<file path="src/rtl/ctrl_pkg.sv">
// Shared encodings for the multicycle control FSM: state codes,
// opcodes, ALU function codes and opcode classification helpers.
package ctrl_pkg;

    typedef enum logic [3:0] {
        S_IF    = 4'd0,
        S_DEC   = 4'd1,
        S_EX    = 4'd2,
        S_AWB   = 4'd3,
        S_MADDR = 4'd4,
        S_MWR   = 4'd5,
        S_MRD   = 4'd6,
        S_LWB   = 4'd7,
        S_BR    = 4'd8,
        S_TRAP  = 4'd9
    } state_e;

    localparam logic [5:0] OP_RTYPE = 6'b100000;
    localparam logic [5:0] OP_LI    = 6'b111000;
    localparam logic [5:0] OP_LUI   = 6'b111001;
    localparam logic [5:0] OP_ADDI  = 6'b110000;
    localparam logic [5:0] OP_ANDI  = 6'b110010;
    localparam logic [5:0] OP_ORI   = 6'b110011;
    localparam logic [5:0] OP_LB    = 6'b000011;
    localparam logic [5:0] OP_SB    = 6'b000111;
    localparam logic [5:0] OP_LW    = 6'b001111;
    localparam logic [5:0] OP_SW    = 6'b011111;
    localparam logic [5:0] OP_B     = 6'b111111;
    localparam logic [5:0] OP_BEQ   = 6'b000000;
    localparam logic [5:0] OP_BNE   = 6'b000001;

    localparam logic [3:0] ALU_ADD  = 4'b0000;
    localparam logic [3:0] ALU_SUB  = 4'b0001;

    // State following DEC for a non-nop instruction.
    function automatic state_e dec_next(input logic [5:0] op);
        case (op)
            OP_RTYPE, OP_LI, OP_LUI,
            OP_ADDI, OP_ANDI, OP_ORI:    return S_EX;
            OP_LB, OP_SB, OP_LW, OP_SW:  return S_MADDR;
            OP_B, OP_BEQ, OP_BNE:        return S_BR;
            default:                     return S_TRAP;
        endcase
    endfunction

    function automatic logic is_load(input logic [5:0] op);
        return (op == OP_LB) || (op == OP_LW);
    endfunction

    function automatic logic is_byte(input logic [5:0] op);
        return (op == OP_LB) || (op == OP_SB);
    endfunction

endpackage

</file>
<file path="src/rtl/ctrl_wait_cnt.sv">
// Wait-cycle counter shared by fetch and data-memory handshakes;
// expired marks the WAIT_MAX-th consecutive waiting cycle.
module ctrl_wait_cnt #(
    parameter int WAIT_MAX   = 15,
    parameter int WAIT_CNT_W = 4
) (
    input  logic clk,
    input  logic clr,
    input  logic en,
    output logic expired
);

    logic [WAIT_CNT_W-1:0] cnt_q;
    logic [WAIT_CNT_W-1:0] cnt_d;

    always_comb begin
        cnt_d = cnt_q;
        if (clr) begin
            cnt_d = '0;
        end else if (en) begin
            cnt_d = cnt_q + WAIT_CNT_W'(1);
        end
    end

    always_ff @(posedge clk) begin
        cnt_q <= cnt_d;
    end

    assign expired = (cnt_q == WAIT_CNT_W'(WAIT_MAX - 1));

endmodule

</file>
<file path="src/rtl/multicycle_ctrl_v2.sv">
// Multicycle datapath control FSM with fetch/memory handshakes and trap.
// Define PERF_CNT_EN to add the Retired instruction counter output.
module multicycle_ctrl_v2
    import ctrl_pkg::*;
#(
    parameter int INSTR_W    = 32,
    parameter int ALU_FUNC_W = 4,
    parameter int WAIT_MAX   = 15,
    parameter int WAIT_CNT_W = 4
) (
    input  logic                  Clk,
    input  logic                  Reset,
    input  logic [INSTR_W-1:0]    Instr,
    input  logic                  Instr_Valid,
    input  logic                  Zero,
    input  logic                  Mem_Ready,
    output logic                  PC_Sel,
    output logic                  PC_LdEn,
    output logic                  PC_Reset,
    output logic                  RF_B_Sel,
    output logic                  RF_WrData_Sel,
    output logic                  RF_WrEn,
    output logic                  ALU_Bin_Sel,
    output logic [ALU_FUNC_W-1:0] ALU_func,
    output logic                  MEM_WrEn,
    output logic                  MEM_RdEn,
    output logic                  MEM_ByteOp,
    output logic                  Illegal,
    output logic                  Timeout,
    output logic [3:0]            State
`ifdef PERF_CNT_EN
    ,
    output logic [31:0]           Retired
`endif
);

    state_e               state_q, state_d;
    logic [INSTR_W-1:0]   ir_q, ir_d;
    logic                 pc_reset_q;
    logic                 waiting, wait_clr, wait_exp, timeout;
    logic [5:0]           op;
    logic [3:0]           fn;
    logic [3:0]           alu;

    assign op = ir_q[INSTR_W-1 -: 6];
    assign fn = ir_q[3:0];

    ctrl_wait_cnt #(
        .WAIT_MAX   (WAIT_MAX),
        .WAIT_CNT_W (WAIT_CNT_W)
    ) u_wait (
        .clk     (Clk),
        .clr     (wait_clr),
        .en      (waiting),
        .expired (wait_exp)
    );

    always_comb begin
        state_d = state_q;
        ir_d    = ir_q;
        waiting = 1'b0;
        case (state_q)
            S_IF: begin
                if (Instr_Valid) begin
                    ir_d    = Instr;
                    state_d = S_DEC;
                end else begin
                    waiting = 1'b1;
                end
            end
            S_DEC:   state_d = (ir_q == '0) ? S_IF : dec_next(op);
            S_EX:    state_d = S_AWB;
            S_MADDR: state_d = is_load(op) ? S_MRD : S_MWR;
            S_MWR, S_MRD: begin
                if (Mem_Ready) begin
                    state_d = (state_q == S_MRD) ? S_LWB : S_IF;
                end else begin
                    waiting = 1'b1;
                    if (wait_exp) state_d = S_IF;
                end
            end
            default: state_d = S_IF;
        endcase
        if (Reset) begin
            state_d = S_IF;
            ir_d    = '0;
        end
        timeout  = waiting & wait_exp & ~Reset;
        wait_clr = Reset | ~waiting | wait_exp;
    end

    always_ff @(posedge Clk) begin
        state_q    <= state_d;
        ir_q       <= ir_d;
        pc_reset_q <= Reset;
    end

    always_comb begin
        PC_Sel        = 1'b0;
        PC_LdEn       = 1'b0;
        RF_B_Sel      = 1'b0;
        RF_WrData_Sel = 1'b0;
        RF_WrEn       = 1'b0;
        ALU_Bin_Sel   = 1'b0;
        alu           = ALU_ADD;
        MEM_WrEn      = 1'b0;
        MEM_RdEn      = 1'b0;
        MEM_ByteOp    = 1'b0;
        Illegal       = 1'b0;
        case (state_q)
            S_DEC: begin
                RF_B_Sel = (op != OP_RTYPE);
                if (ir_q == '0) PC_LdEn = 1'b1;
                else if (dec_next(op) == S_BR) alu = ALU_SUB;
            end
            S_EX: begin
                ALU_Bin_Sel = (op != OP_RTYPE);
                if (op == OP_RTYPE) alu = fn;
                else if (op != OP_LI && op != OP_LUI) alu = op[3:0];
            end
            S_AWB: begin
                RF_WrEn       = 1'b1;
                RF_WrData_Sel = 1'b1;
                PC_LdEn       = 1'b1;
            end
            S_MWR: begin
                MEM_WrEn = ~timeout;
                PC_LdEn  = Mem_Ready | timeout;
            end
            S_MRD: begin
                MEM_RdEn = ~timeout;
                PC_LdEn  = timeout;
            end
            S_LWB: begin
                RF_WrEn = 1'b1;
                PC_LdEn = 1'b1;
            end
            S_BR: begin
                PC_LdEn = 1'b1;
                PC_Sel  = (op == OP_B) | ((op == OP_BEQ) & Zero)
                        | ((op == OP_BNE) & ~Zero);
            end
            S_TRAP: begin
                Illegal = 1'b1;
                PC_LdEn = 1'b1;
            end
            default: ;
        endcase
        // Address setup is held steady for the whole memory access.
        if (state_q inside {S_MADDR, S_MWR, S_MRD, S_LWB}) begin
            ALU_Bin_Sel = 1'b1;
            MEM_ByteOp  = is_byte(op);
        end
    end

    assign ALU_func = ALU_FUNC_W'(alu);
    assign Timeout  = timeout;
    assign PC_Reset = pc_reset_q;
    assign State    = state_q;

`ifdef PERF_CNT_EN
    logic [31:0] retired_q, retired_d;

    always_comb begin
        retired_d = retired_q;
        if (PC_LdEn && state_q != S_TRAP && !timeout) begin
            retired_d = retired_q + 32'd1;
        end
        if (Reset) retired_d = '0;
    end

    always_ff @(posedge Clk) begin
        retired_q <= retired_d;
    end

    assign Retired = retired_q;
`endif

endmodule

</file>
<file path="config.mk">
export PLATFORM = sky130hd
export DESIGN_NAME = multicycle_ctrl_v2
export DESIGN_NICKNAME = d
export VERILOG_FILES = /design/src/rtl/ctrl_pkg.sv /design/src/rtl/ctrl_wait_cnt.sv /design/src/rtl/multicycle_ctrl_v2.sv
export SDC_FILE = /design/constraint.sdc
export NUM_CORES = 1
export LEC_CHECK = 0
export BUFFER_PORTS_ARGS = -buffer_cell sky130_fd_sc_hd__clkbuf_2
export CAP_MARGIN = 20
export CORE_MARGIN = 5
export CORE_UTILIZATION = 57
export DETAILED_ROUTE_END_ITERATION = 12
export PLACE_DENSITY = 0.85
export SLEW_MARGIN = 20
export SYNTH_ARGS = -nofsm -noshare
export SYNTH_HDL_FRONTEND = slang
export SYNTH_SLANG_ARGS = --single-unit
export TNS_END_PERCENT = 1
</file>
<file path="constraint.sdc">
create_clock -name Clk -period 4.4 [get_ports Clk]
set_clock_uncertainty 0.15 [all_clocks]
set_input_delay 0.44 -clock Clk [delete_from_list [all_inputs] [get_ports Clk]]
set_output_delay 0.44 -clock Clk [all_outputs]
set_load 0.02 [all_outputs]
</file>
* Word-level counts from Yosys, hierarchy flattened
Memories as Yosys holds them, arrays and structs flattened. A register that Yosys moved wholly into a read port is not among the register bits.
Cells that the tools add are included.
Widths: inputs -> output; s select.
** Word-level totals
- Register bits after elaboration :: 41
- Bits in read-only memories :: 512
- Input bits :: 37
- Output and inout port bits :: 20
- Memories :: 2
** Operators by class
- Add/subtract/negate cells :: 1
- Equality and inequality tests :: 22
- Mux-type cells :: 33
- Bitwise operators :: 13
- Reductions and logical operators :: 12
** Memory list
- (name not given) :: words 64, bits a word 4, read ports 1, clocked after memory_dff 1, wr ports 0, line ctrl_pkg.sv:37 : case (op)
- (name not given) :: words 64, bits a word 4, read ports 1, clocked after memory_dff 1, wr ports 0, line ctrl_pkg.sv:37
** Operator list (number)
- $logic_not 32->1 :: 1
- $mux 4 :: 8
- $mux 6 :: 4
- $pmux 4 s5 :: 1
- $ne 6x6->1 const B :: 3
- $eq 4x3->1 const B :: 4
- $eq 4x4->1 const B :: 4
- $mux 1 :: 15
- $eq 6x6->1 const B :: 2
- $eq 4x2->1 const B :: 2
- $pmux 4 s2 :: 1
- $eq 6x1->1 const B :: 1
- $eq 6x2->1 const B :: 1
- $eq 6x3->1 const B :: 1
- $eq 6x4->1 const B :: 1
- $logic_not 6->1 :: 1
- $or 1x1->1 :: 5
- $add 4x1->4 const B :: 1
- $and 1x1->1 :: 4
- $eq 4x1->1 const B :: 1
- $logic_not 4->1 :: 1
- $not 1->1 :: 4
- $pmux 1 s4 :: 1
- $reduce_and 2->1 :: 2
- 10 further kinds :: 12

* Depth between registers and ports, before layout
Gate-level depths: netlist of run 1.
- Depth after elaboration :: 7
- Gate-level depth with buffers :: 8
- Gate-level depth less buffers :: 7

* By module
A second synthesis of run 1 with hierarchy kept.
** Unflattened totals
- Cells, all modules :: 305
- Area, all modules :: 2312.2 µm²
** By module, submodules not included
- multicycle_ctrl_v2 :: instances 1, cells an instance 286, area each 2113.3 µm², seq. area each 820.8 µm²
- ctrl_wait_cnt :: instances 1, cells an instance 19, area each 198.9 µm², seq. area each 80.1 µm²

* Least setup slack after synthesis of run 1
OpenSTA, ideal clock, no wires.
- Kind :: register to output
- From :: reg state_q[1] (netlist: State[1])
- To :: out MEM_RdEn
- Arrival :: 2.082 ns
- Required time :: 3.810 ns
- Setup slack :: 1.728 ns
- Stages on the path, launching flop included :: 6
- Cells stage by stage :: dfxtp_1 clkbuf_2 xor2_1 a21oi_1 nor4_1 and4b_1
** Between the ends
- Cells in the longest elaborated chain, start to end :: 7
- Elaborated cells between the ends (all ways) :: 9
** RTL lines
- start, declared :: line multicycle_ctrl_v2.sv:37 : state_e state_q, state_d;
- start signal, assigned :: line multicycle_ctrl_v2.sv:93 : state_q <= state_d;
- $eq 4x3->1 :: line multicycle_ctrl_v2.sv:62 : case (state_q)
- $reduce_or 2->1 :: line multicycle_ctrl_v2.sv:62
- $pmux 1 s2 (*) :: line multicycle_ctrl_v2.sv:62
- $and 1x1->1 (*) (2 in a row) :: line multicycle_ctrl_v2.sv:88 : timeout = waiting & wait_exp & ~Reset;
- via Timeout :: line multicycle_ctrl_v2.sv:29 : output logic Timeout,
- $not 1->1 (*) :: line multicycle_ctrl_v2.sv:131 : MEM_RdEn = ~timeout;
- $mux 1 (*) :: line multicycle_ctrl_v2.sv:110 : case (state_q)
- end, declared :: line multicycle_ctrl_v2.sv:26 : output logic MEM_RdEn,
The timed path passes the listed nets; every way through them passes the cells marked *.

* Worst setup path in the final report of run 1
- From :: reg state_q[2] (netlist: State[2])
- To :: out MEM_RdEn
** Between the ends
- Cells in the longest elaborated chain, start to end :: 7
- Elaborated cells between the ends (all ways) :: 9
** RTL lines (line)
- $eq 4x3->1, on equally long branches :: multicycle_ctrl_v2.sv:62, multicycle_ctrl_v2.sv:110
- $reduce_or 2->1 :: multicycle_ctrl_v2.sv:62
- $pmux 1 s2 :: multicycle_ctrl_v2.sv:62
- $and 1x1->1 (2 in a row) :: multicycle_ctrl_v2.sv:88
- $not 1->1 :: multicycle_ctrl_v2.sv:131
- $mux 1 (*) :: multicycle_ctrl_v2.sv:110
Every way passes the cells marked *; elsewhere a longest branch is shown, timed or not.

==> out/results.tsv, run 1 <==
metric	value	unit
power_density	480.4	mW/mm²
syn_avg_cell_area	7.692	µm²
path_max_fanout	16	
p_leak	0.001067	µW
grt_first_pass_wirelength	8597	µm
max_cap_violations	0	
power.share.clock	23.6	%
worst_pin_slew	0.9862	ns
die_x	73.42	µm
cp-end-kind	output pin	
synthToLayoutAreaGrowth	15.07	%
clk_path_buf_depth	2	
ys_seq_area_share	39.30	%
syn_area	0.002292	mm²
hpwl	4004	µm
ctsResizeCount	0	
io_pins	57	
clk_pin_slew	0.08	ns
wirelength	5321	µm
arrival	2.30	ns
drt_first_pass_iters	4	
antenna_found_initial	0	
maxSlewHeadroom	34.09	%
internal_power	804.6	µW
power.net_switching	462.5	µW
die-area	0.005390	mm²
die_y	73.42	µm
placed_cell_area	0.002534	mm²
min_period	2.894	ns
finalHoldWorstSlack	0.1985	ns
hold_buffers	0	
synth_warnings	0	
ant_nets	0	
synth-edff-count	0	
hold_violations	0	
status	finished, final reports clean	
combPwrFrac	33.0	%
final_cells	390	
io_buffer_count	56	
ctsRootBufferMaster	clkbuf_8	
grtUsageTotal	20.18	%
max_freq	345.5	MHz
drc_errors	0	
setup_ws	1.506	ns
globalplace.congestion	0.8940	
post_drt_wl_per_cell	13.64	µm
tns	0	ns
irDropWorstVdd	316.8	µV
dp_cells	383	
final_area	0.002638	mm²
yosys-top-cells-area	dfxtp_1, nand2_1, a21oi_1	
ys_seq_elements	45	
cts.sinks	45	
synthArstFlopShare	0	%
core	0.003943	mm²
p_seq_share	43.4	%
period_share	65.78	%
synth_top_area_cell	dfxtp_1	
drt_iter0_drc	86	
crit_required	3.81	ns
rsz0062_at_grt	false	
synth_cell_types	48	
postSynthCellCount	298	
vias	2200	
fin_nets	379	
layout_commonest_cell	nand2_1	
rows	23	
syn_nets	337	
start_util	58.14	%
cts_buffers	5	
htree_levels	2	
insertion_delay	0.30	ns
slew_violations	0	
cts_setup_buffers	0	
layout_common_cells	nand2_1, clkbuf_2, dfxtp_1, a21oi_1, nor2_1	
min_path_type	in2reg	
setup_viol	0	
cts_tree	built	
synth_top_area_share	39.30	%
regArea	900.9	µm²
via_per_inst	5.641	
swShare	36.50	%
overflow	0	
layout-drive-gt1-share	21.18	%
start_kind	register	
synth_ff_type	dfxtp_1	
grt_max_degree	43	
place_ws	1.834	ns
grt_pass1_vias	2040	
multiInputGateArea	0.001252	mm²
antennaDiodeCount	0	
timing_worst_setup_path_type	reg2out	
nFillCells	346	
flip-flops by register name (all words and copies together), names as in the netlist, named ones only:
name          cells
State             4
ir_q             32
u_wait.cnt_q      4
PC_Reset          1
cell type report:
cell class / instances / area share [%]
Clock inverter: 2 / 1.328
Sequential cell: 45 / 34.16
Inverter: 6 / 0.8539
Tap cell: 50 / 2.372
Clock buffer: 5 / 2.609
Timing Repair Buffer: 58 / 11.20
Multi-Input combinational cell: 224 / 47.49
path summary, 6_finish.rpt:
kind,endpoint,startpoint,cells past startpoint,slack [ns]
hold / removal,ir_q[3],Instr[3],3,0.20
setup / recovery,MEM_RdEn,State[2],5,1.51
hold reg to reg,ir_q[9],ir_q[9],2,0.31
setup reg to reg,register,State[3],4,1.82
synthesized netlist by cell type (2+ instances only):
cell	number
a211oi_1	3
o221ai_1	2
o21ai_0	3
nor4bb_1	2
clkbuf_1	14
nand3_1	9
buf_2	5
mux2i_1	2
nor4_1	9
o31ai_1	2
nor3b_1	5
nand3b_1	5
inv_1	6
a31oi_1	2
nand4_1	3
dfxtp_1	45
nand2_1	71
a21oi_1	45
nor3_1	7
or3_1	3
xnor2_1	3
nor2b_1	3
nand2b_1	2
ha_1	2
and4_1	2
nor2_1	19
and3_1	3
stage by stage:
stage / total power [µW] / utilization [%]
final: 1267 / 66.90
after global routing: 1340 / 66.90
after CTS: 1268 / 66.90
after detailed placement: 977.3 / 64.27
after global placement: 964.8 / 64.27
after floorplan: 892.9 / -
metal layers:
metal / up-vias / global-route usage (%) / routed length (µm)
met2: 61 / 35.15 / 2657
li1: 1122 / - / -
met1: 1004 / 23.47 / 2254
met4: 0 / 9.859 / 116
met3: 13 / 3.967 / 293
met5: - / 0 / 0
power by group through the flow:
stage | clock network [µW] | registers, µW | logic [µW]
floorplan | 0 | 525 | 368
global placement | 0 | 554 | 411
detailed placement | 0 | 559 | 419
CTS | 299 | 549 | 419
global route | 314 | 561 | 465
finish | 299 | 550 | 418
kinds of logic (layout without fill, tap and decap cells):
logic type | Yosys count | after routing | share of synthesized area (%)
AO/OA/AOI/OAI | 67 | 67 | 18.40
XOR/XNOR | 4 | 4 | 1.529
adder cells (fa/ha/maj) | 2 | 2 | 1.092
buffers and inverters | 29 | 71 | 6.058
flip-flops | 45 | 45 | 39.30
multiplexers | 2 | 2 | 0.8734
AND/OR/NAND/NOR | 149 | 149 | 32.75
critical path, cell delays in order (launching register included):
cell and delay, ns:
dfxtp_1 0.65, nor2b_1 0.25, a21oi_1 0.16, nor4_1 0.52, and4b_1 0.27, clkbuf_2 0.15
Power figures use the tool's default switching activity.
==> inputs of run 2 (changes only) <==
CORE_UTILIZATION = 53   (was 57)
PLACE_DENSITY = 0.79   (was 0.85)
clock period = 3 ns   (was 4.4 ns; I/O delays follow)
==> out/results.tsv, run 2 (synthesis gave the netlist of run 1 again) <==
metric	value	unit
cts.sinks	45	
largest_register_ffs	32	
die_x	75.77	µm
startpoint	State[2]	
start_kind	register	
worstPathCellList	nor2b_1 -> a21oi_1 -> nor4_1 -> and4b_1 -> clkbuf_2	
cts_setup_buffers	0	
crit_cells	5	
vias	2185	
cts_buffers	5	
grt_pass1_vias	2029	
tns	0	ns
status	finished, final reports clean	
layout_commonest_cell	nand2_1	
hold_violations	0	
grtUsageTotal	19.92	%
hold_buffers	0	
layout_common_cells	nand2_1, clkbuf_2, dfxtp_1, a21oi_1, nor2_1	
antenna_found_initial	0	
nFillCells	424	
min_period	2.654	ns
die-area	0.005740	mm²
antennaDiodeCount	0	
drt_iter0_drc	97	
synthToLayoutAreaGrowth	15.83	%
finalHoldWorstSlack	0.06169	ns
cts_tree	built	
ant_nets	0	
p_leak	0.001078	µW
timing_worst_setup_path_type	reg2out	
rows	24	
r2r_cells	7	
via_per_inst	5.518	
htree_levels	2	
max_freq	376.8	MHz
ctsResizeCount	0	
min_path_type	in2reg	
period_share	88.46	%
irDropWorstVdd	427.6	µV
crit_family	simple AND/OR/NAND/NOR gates	
r2r-start	State[3]	
top_register	ir_q	
path_max_fanout	16	
slowest_stage	dfxtp_1	
io_pins	57	
clk_pin_slew	0.08	ns
grt_max_degree	33	
die_y	75.77	µm
fin_nets	382	
drc_errors	0	
overflow	0	
layout-drive-gt1-share	22.09	%
cp-end-kind	output pin	
slew_violations	0	
start_util	53.76	%
endpoint	MEM_RdEn	
rsz0062_at_grt	false	
drt_first_pass_iters	4	
hpwl	4046	µm
grt_first_pass_wirelength	8859	µm
power_density	693.2	mW/mm²
slowest_delay	0.65	ns
globalplace.congestion	0.8542	
r2r_slack	0.72	ns
ctsRootBufferMaster	clkbuf_8	
post_drt_wl_per_cell	13.49	µm
insertion_delay	0.30	ns
max_cap_violations	0	
maxSlewHeadroom	65.01	%
arrival	2.20	ns
core	0.004264	mm²
worst_pin_slew	0.5208	ns
crit_required	2.55	ns
path_buf_inv	1	
io_buffer_count	56	
wirelength	5343	µm
setup_viol	0	
clk_path_buf_depth	2	
[run 2: cell types whose count changed in the layout (fill, tap and decap cells not counted)]
cell       change
buf_4          +3
bufinv_16      -1
clkbuf_8       +1
clkinv_4       +1
[run 2: worst min path at each step]
stage,start,end,slack [ns],depth (start not counted)
floorplan,Reset,PC_Reset,0.18,0
global placement,ir_q[11],ir_q[11],0.29,2
detailed placement,ir_q[11],ir_q[11],0.30,2
CTS,Instr[6],ir_q[6],0.06,3
global route,Instr[13],ir_q[13],0.05,3
finish,Instr[19],ir_q[19],0.06,3
[run 2: stage by stage]
stage,power (µW),instances,setup WS [ns],area (µm²),utilization (%)
2_1_floorplan,1310,298,0.4683,2292,-
3_3_place_gp,1446,388,0.7461,2559,60.01
3_5_place_dp,1464,388,0.6894,2559,60.01
4_1_cts,1851,396,0.3581,2655,62.27
5_1_grt,1964,396,0.1352,2655,62.27
6_report,1840,396,0.3461,2655,62.27
[run 2: layout make-up]
class | count | area, µm² | share of cell area, %
timing repair buffer | 61 | 317.8 | 11.97
sequential | 45 | 900.9 | 33.93
multi-input combinational | 224 | 1252 | 47.17
clock inverter | 2 | 13.76 | 0.5184
clock buffer | 6 | 82.58 | 3.110
tap | 52 | 65.06 | 2.451
inverter | 6 | 22.52 | 0.8483
[run 2: per-layer routing]
metal | vias to the layer above | wire length, µm | GRT usage (%)
li1 | 1134 | - | -
met1 | 989 | 2354 | 24.66
met5 | - | 0 | 0
met3 | 9 | 275 | 4.749
met2 | 53 | 2625 | 33.27
met4 | 0 | 87 | 7.767
[run 2: report_power, final]
part	switching [µW]	total (µW)	internal, µW
Clock	205	392	187
Combinational	378	643	265
Sequential	111	805	694
Total	694	1840	1150
[run 2: worst register-to-register path, cell delays in order (launching register included)]
cell and delay [ns]:
dfxtp_1 0.46, nor4_4 0.32, buf_4 0.18, and2_1 0.33
buf_4 0.28, a41oi_4 0.15, o221ai_1 0.20, a211oi_1 0.09
